## src/rtl/per_router_pkg.sv

```systemverilog
// Peripheral bus payload types shared by the arbiter, the router and the slaves.
package per_router_pkg;

    localparam int unsigned ADDR_W = 32;
    localparam int unsigned DATA_W = 32;
    localparam int unsigned STRB_W = DATA_W / 8;

    typedef struct packed {
        logic              mem_valid;
        logic              mem_instr;
        logic [STRB_W-1:0] mem_wstrb;
        logic [ADDR_W-1:0] mem_addr;
        logic [DATA_W-1:0] mem_wdata;
    } mem_in_type;

    typedef struct packed {
        logic              mem_ready;
        logic              mem_error;
        logic [DATA_W-1:0] mem_rdata;
    } mem_out_type;

    localparam mem_in_type  init_mem_in  = '0;
    localparam mem_out_type init_mem_out = '0;

endpackage

```

## src/rtl/per_router.sv

```systemverilog
// Routes the single arbitrated peripheral request to one of NUM_SLV slaves, tracks the
// outstanding transaction, times out silent slaves and filters stray or late responses.
module per_router
    import per_router_pkg::*;
#(
    parameter int unsigned                      NUM_SLV   = 8,
    parameter logic [NUM_SLV-1:0][ADDR_W-1:0]   BASE_ADDR = '0,
    parameter logic [NUM_SLV-1:0][ADDR_W-1:0]   MASK_ADDR = '0,
    parameter int unsigned                      TIMEOUT   = 4096,
    parameter int unsigned                      CNT_WIDTH = 16
) (
    input  logic                         clock,
    input  logic                         reset,
    input  mem_in_type                   per_in,
    output mem_out_type                  per_out,
    output mem_in_type  [NUM_SLV-1:0]    slv_in,
    input  mem_out_type [NUM_SLV-1:0]    slv_out,
    output logic        [NUM_SLV-1:0]    stale,
    output logic                         busy,
    output logic                         proto_err,
    output logic        [CNT_WIDTH-1:0]  timeout_cnt
);

    localparam int unsigned OWN_W  = (NUM_SLV > 1) ? $clog2(NUM_SLV) : 1;
    localparam int unsigned WAIT_W = (TIMEOUT > 1) ? $clog2(TIMEOUT) : 1;

    localparam mem_out_type ERR_RSP = '{mem_ready: 1'b1, mem_error: 1'b1, mem_rdata: '0};

    typedef enum logic [1:0] {
        IDLE = 2'd0,
        BUSY = 2'd1,
        ERR  = 2'd2
    } state_e;

    state_e               state_q, state_d;
    logic [OWN_W-1:0]     owner_q, owner_d;
    logic [WAIT_W-1:0]    wait_cnt_q, wait_cnt_d;
    logic [NUM_SLV-1:0]   stale_q, stale_d;
    logic                 proto_err_q, proto_err_d;
    logic [CNT_WIDTH-1:0] timeout_cnt_q, timeout_cnt_d;

    logic                 hit;
    logic [OWN_W-1:0]     hit_idx;

    // Priority decode: scanning downwards leaves the lowest matching index.
    always_comb begin
        hit     = 1'b0;
        hit_idx = '0;
        for (int i = int'(NUM_SLV) - 1; i >= 0; i--) begin
            if (~|(BASE_ADDR[i] ^ (per_in.mem_addr & ~MASK_ADDR[i]))) begin
                hit     = 1'b1;
                hit_idx = OWN_W'(i);
            end
        end
    end

    always_comb begin
        state_d       = state_q;
        owner_d       = owner_q;
        wait_cnt_d    = wait_cnt_q;
        stale_d       = stale_q;
        proto_err_d   = proto_err_q;
        timeout_cnt_d = timeout_cnt_q;
        per_out       = init_mem_out;
        for (int j = 0; j < int'(NUM_SLV); j++) begin
            slv_in[j] = init_mem_in;
        end

        // The first response from an abandoned slave only retires its stale flag.
        for (int j = 0; j < int'(NUM_SLV); j++) begin
            if (slv_out[j].mem_ready) begin
                stale_d[j] = 1'b0;
            end
        end

        case (state_q)
            IDLE: begin
                if (per_in.mem_valid) begin
                    if (hit && !stale_q[hit_idx]) begin
                        slv_in[hit_idx]          = per_in;
                        slv_in[hit_idx].mem_addr = per_in.mem_addr - BASE_ADDR[hit_idx];
                        owner_d                  = hit_idx;
                        wait_cnt_d               = '0;
                        if (slv_out[hit_idx].mem_ready) begin
                            per_out = slv_out[hit_idx];
                        end else begin
                            state_d = BUSY;
                        end
                    end else begin
                        state_d = ERR;
                    end
                end
            end
            ERR: begin
                per_out = ERR_RSP;
                state_d = IDLE;
            end
            BUSY: begin
                if (per_in.mem_valid) begin
                    proto_err_d = 1'b1;
                end
                if (slv_out[owner_q].mem_ready) begin
                    per_out = slv_out[owner_q];
                    state_d = IDLE;
                end else if ((TIMEOUT != 0) && (wait_cnt_q == WAIT_W'(TIMEOUT - 1))) begin
                    per_out          = ERR_RSP;
                    stale_d[owner_q] = 1'b1;
                    if (timeout_cnt_q != '1) begin
                        timeout_cnt_d = timeout_cnt_q + 1'b1;
                    end
                    state_d = IDLE;
                end else begin
                    wait_cnt_d = wait_cnt_q + 1'b1;
                end
            end
            default: begin
                state_d = IDLE;
            end
        endcase
    end

    always_ff @(posedge clock or negedge reset) begin
        if (!reset) begin
            state_q       <= IDLE;
            owner_q       <= '0;
            wait_cnt_q    <= '0;
            stale_q       <= '0;
            proto_err_q   <= 1'b0;
            timeout_cnt_q <= '0;
        end else begin
            state_q       <= state_d;
            owner_q       <= owner_d;
            wait_cnt_q    <= wait_cnt_d;
            stale_q       <= stale_d;
            proto_err_q   <= proto_err_d;
            timeout_cnt_q <= timeout_cnt_d;
        end
    end

    assign busy        = (state_q == BUSY);
    assign stale       = stale_q;
    assign proto_err   = proto_err_q;
    assign timeout_cnt = timeout_cnt_q;

endmodule

```

## config.mk

```make
export PLATFORM = sky130hd
export DESIGN_NAME = per_router
export DESIGN_NICKNAME = d
export VERILOG_FILES = /design/src/rtl/per_router_pkg.sv /design/src/rtl/per_router.sv
export SDC_FILE = /design/constraint.sdc
export NUM_CORES = 1
export LEC_CHECK = 0
export BUFFER_PORTS_ARGS = -buffer_cell sky130_fd_sc_hd__buf_4
export CORE_AREA = 2 2 373 375
export DETAILED_ROUTE_END_ITERATION = 10
export DIE_AREA = 0 0 375 377
export PLACE_DENSITY_LB_ADDON = 0.2
export SETUP_SLACK_MARGIN = 0.2
export SLEW_MARGIN = 20
export SYNTH_ARGS = -nofsm -noshare
export SYNTH_HDL_FRONTEND = slang
export SYNTH_SLANG_ARGS = --single-unit
```

## constraint.sdc

```tcl
create_clock -name clock -period 3.35 [get_ports clock]
set_input_delay 0.5025 -clock clock [delete_from_list [all_inputs] [get_ports clock]]
set_output_delay 0.5025 -clock clock [all_outputs]
set_load 0.005 [all_outputs]
```

# Word level (Yosys, flattened, before mapping)
# Cells that the tools add are included.
# op_classes
n_reduce_logical,9
eq_ne,10
n_bitwise,1
muxes,32
addsub,2
# op_table
cell,count
$mux W70,3
$mux W34,5
$pmux W34 S3,1
$mux W12,4
$reduce_or A32 Y1,1
$pmux W12 S2,1
$add A16 B1 Y16 const B,1
$ne A16 B16 Y1 const B,1
$add A12 B1 Y12 const B,1
$eq A12 B12 Y1 const B,1
$mux W1,12
$mux W2,5
$ne A2 B2 Y1 const B,4
$reduce_and A5 Y1,1
$pmux W2 S2,1
$reduce_and A4 Y1,1
$ne A3 B1 Y1 const B,1
$ne A3 B3 Y1 const B,1
$reduce_and A3 Y1,1
$eq A2 B1 Y1 const B,1
$eq A2 B2 Y1 const B,1
$logic_not A2 Y1,1
$reduce_and A2 Y1,1
$reduce_bool A2 Y1,1
3 further kinds,3
# totals
reg_bits,39
inputBits,344
word_cells,59
output_inout_bits,620

# Longest topological paths before layout
# depth
depth_word,6
depth_mapped,7
mapped_depth_nobuf,6

# Worst setup path after synthesis
# OpenSTA, ideal clock, no wires.
# synth_timing
path_type,input-to-output
from,in per_in[35] in the netlist's numbering
to,out per_out[32] in the netlist's numbering
arrival_ns,1.692
required_time_ns,2.847
setup_slack_ns,1.155
stages,7
path_cell_list,nor4_1 -> and4_1 -> and4_1 -> clkbuf_2 -> clkbuf_1 -> nor2_1 -> o21ai_1
# synth_lines
element,line,rtl
from (decl),per_router.sv:14,"input mem_in_type per_in,"
to (decl),per_router.sv:15,"output mem_out_type per_out,"

==> qor.yml <==
status: "finished, final reports clean"
power-per-cell-area_nw_per_um2: 142
cp_max_fo: 5
synth.cell_area_sq_um: 6210
coreArea_sq_um: 137000
nets: 1328
combinational_family_with_the_most_area_after_synthesis: "buffers and inverters"
io_buffers: 196
layout-area-overhead-vs-synth_pct: 30.6
internal_power_uw: 768
cpLargestDelayFamily: "simple AND/OR/NAND/NOR gates"
drt_pre_antenna_iters: 6
critical_path_class: "reg -> out"
place_hpwl_um: 18100
critical-path-slowest-cell: "dfrtp_1"
reg2reg_from: "wait_cnt_q[0]$_DFFE_PN0P_"
timing.max_cap.violations: 0
grt_setup_unrepaired: "false"
total_leakage_power_uw: 0.00379
quantity_of_gates_resized_following_cts: 0
synthesis.yosys.warnings: 0
layout_worst_path_cycle_share: 0.873
compound_cell_area_share_of_the_yosys_netlist: 0.0348
cts_buffers: 5
cts.sinks: 32
vias: 4036
multiplexer_share_of_the_synthesized_area: 0.00665
worst_setup_path_startpoint: "wait_cnt_q[0]$_DFFE_PN0P_"
synth_seq_area_share: 0.129
cp_common_cell: "buf_4"
comb_power_share: 0.234
syn_avg_cell_area_sq_um: 7.91
worst_skew_pair.late_latency_ns: 0.29
critical_path_arrival_ns: 2.42
initial_utilization: 0.0454
synth-edff-count: 0
switchingPower_uw: 384
global_route.peak_usage_layer: "met2"
worst_setup_path_end_kind: "output pin"
setup_tns_ns: 0
synth_largest_area_cell: "buf_4"
share_of_post_route_cells_with_drive_strength_above_1: 0.223
crit_path_cell_trace: "ha_1 > nand4_2 > nor3_2 > buf_4 > o21a_1 > mux2i_1 > o21ai_1 > buf_4"
global_route.usage.met1: 0.0272
pin_count_of_the_biggest_net_entering_global_routing: 44
die_y_um: 377
synth_ff_type: "dfrtp_1"
clock_power_share: 0.429
yosys-top-cells-area: "buf_4 (64%), dfrtp_1 (13%), and2_1 (7.1%)"
groute.layer.met2.usage: 0.0414
layout_commonest_cell: "conb_1"
timing.slew.headroom: 0.548
peakVddDrop_v: 0.000161
slowest_delay_ns: 0.44
first_global_vias: 3029
timing.final.hold_violations: 0
grt.overflow.total: 0
fmax_mhz: 342
post_synth_and_or_nand_nor_area_fraction: 0.154
die_area_sq_um: 141000
post_synth_xor_area_fraction: 0.0211
sw_share: 0.334
totalWireLength_um: 20400
holdCritPathClass: "in -> async"
initial_antenna_violation_count: 9
overall_global_routing_usage: 0.0250
worst_setup_hold_path_clk_slew_ns: 0.06
postSynth.asyncResetShare: 1.00
critPathRequiredTime_ns: 2.85
ys_seq_elements: 32
synth_cells: 786
finalWorstPathRequiredPeriod_ns: 2.92
drc: 0
grt_first_pass_wirelength_um: 24000
drt_first_iter_violations: 73
die_width_um: 375
worst-path-stages: 8
synthAdderAreaFrac: 0.00403
most-common-layout-cells: "conb_1 (529), buf_4 (200), and2_1 (71)"
avgRoutedWirePerCell_um: 7.36
cts.repair_timing.setup_buffer_count: 0
cts_hold_buffers: 0
number_of_top_level_pins: 964
reg2reg_depth: 5
critical_path.n_buffers_inverters: 2
max_slew.worst_pin.slew_ns: 0.673
drtAntennaViolNets: 0
grt_use_met3: 0.0141
seq_power_share: 0.338
cts.path.max_buffers: 2
gp_routability_congestion: 0.614
cts_tree: "built"
count_of_final_setup_violators: 0
number_of_library_cell_types_mapped_by_synthesis: 50
post-synth-top-area-fraction: 0.639
num_rows: 136
drt-vias-per-instance: 1.45
critical_path.startpoint_type: "register"
timing_max_transition_violations_final: 0
total_power_uw: 1150
clock_tree.htree_level_count: 2
ctsRootBufferMaster: "clkbuf_16"
fin_skew_ns: 0.00610
[sequential cells by signal (all words and copies together) (netlist names)]
signal and cells:
proto_err 1, state_q 2, wait_cnt_q 12, stale 1, timeout_cnt 16
[power by group through the flow]
stage,registers [uW],clock network (uW),logic (uW)
floorplan,396,0,584
global placement,396,0,254
detailed placement,396,0,254
CTS,389,530,255
global route,389,544,310
finish,389,494,269
[area by class of cell]
cell class	count	area (sq um)
fillers	16200	129000
clock buffers	8	146
well taps	1794	2240
flip-flops and latches	32	801
repair buffers	202	1540
diodes	2	5.00
inverters	5	18.8
multi-input cells	736	3360
[worst paths after layout]
path                       slack [ns]                          to
max                              0.43                 per_out[32]
min                              0.19       proto_err$_DFFE_PN0P_
max reg2reg                      0.75  timeout_cnt[1]$_DFFE_PN0P_
min reg2reg                      0.46       proto_err$_DFFE_PN0P_
max in group asynchronous        2.73  timeout_cnt[1]$_DFFE_PN0P_
min in group clock               0.46       proto_err$_DFFE_PN0P_
[synth_stat cells, drive strengths merged, types with 2 or more instances]
cell and count:
a21o 2, a21oi 3, a31oi 8, a41oi 2, and2 71, and3 4
and4 4, buf 531, clkbuf 10, dfrtp 32, ha 2, inv 5
mux2i 3, nand2 14, nand2b 4, nand3 12, nand4 9, nor2 13
nor3 7, nor3b 3, nor4 10, o21ai 4, o311ai 2, o31ai 2
xnor2 10, xor2 5
[per-layer routing]
layer  vias up  routed length [um]
met5         -                  21
met4         4                 492
met3        26                2750
met2       405                9910
met1      1782                7270
li1       1819                   -
[logic make-up (layout without fill, tap and decap cells)]
logic type | after synthesis | in the layout
AO/OA/AOI/OAI | 29 | 29
XOR/XNOR | 15 | 15
adder cells (fa/ha/maj) | 2 | 2
buffers and inverters | 546 | 215
flip-flops | 32 | 32
multiplexers | 4 | 4
other | 1 | 531
AND/OR/NAND/NOR | 157 | 157
[per-stage QoR]
step	worst slack (ns)	instance area, sq um	hold slack [ns]	std cells	util
floorplan	1.16	8200	0.207	1314	-
global placement	0.561	7960	0.452	2769	0.0581
detailed placement	0.590	7960	0.456	2769	0.0581
CTS	0.396	8110	0.195	2777	0.0592
global route	0.257	8110	0.210	2777	0.0592
finish	0.425	8120	0.187	2779	0.0592
Note: power is estimated with default switching activity, not from simulation.
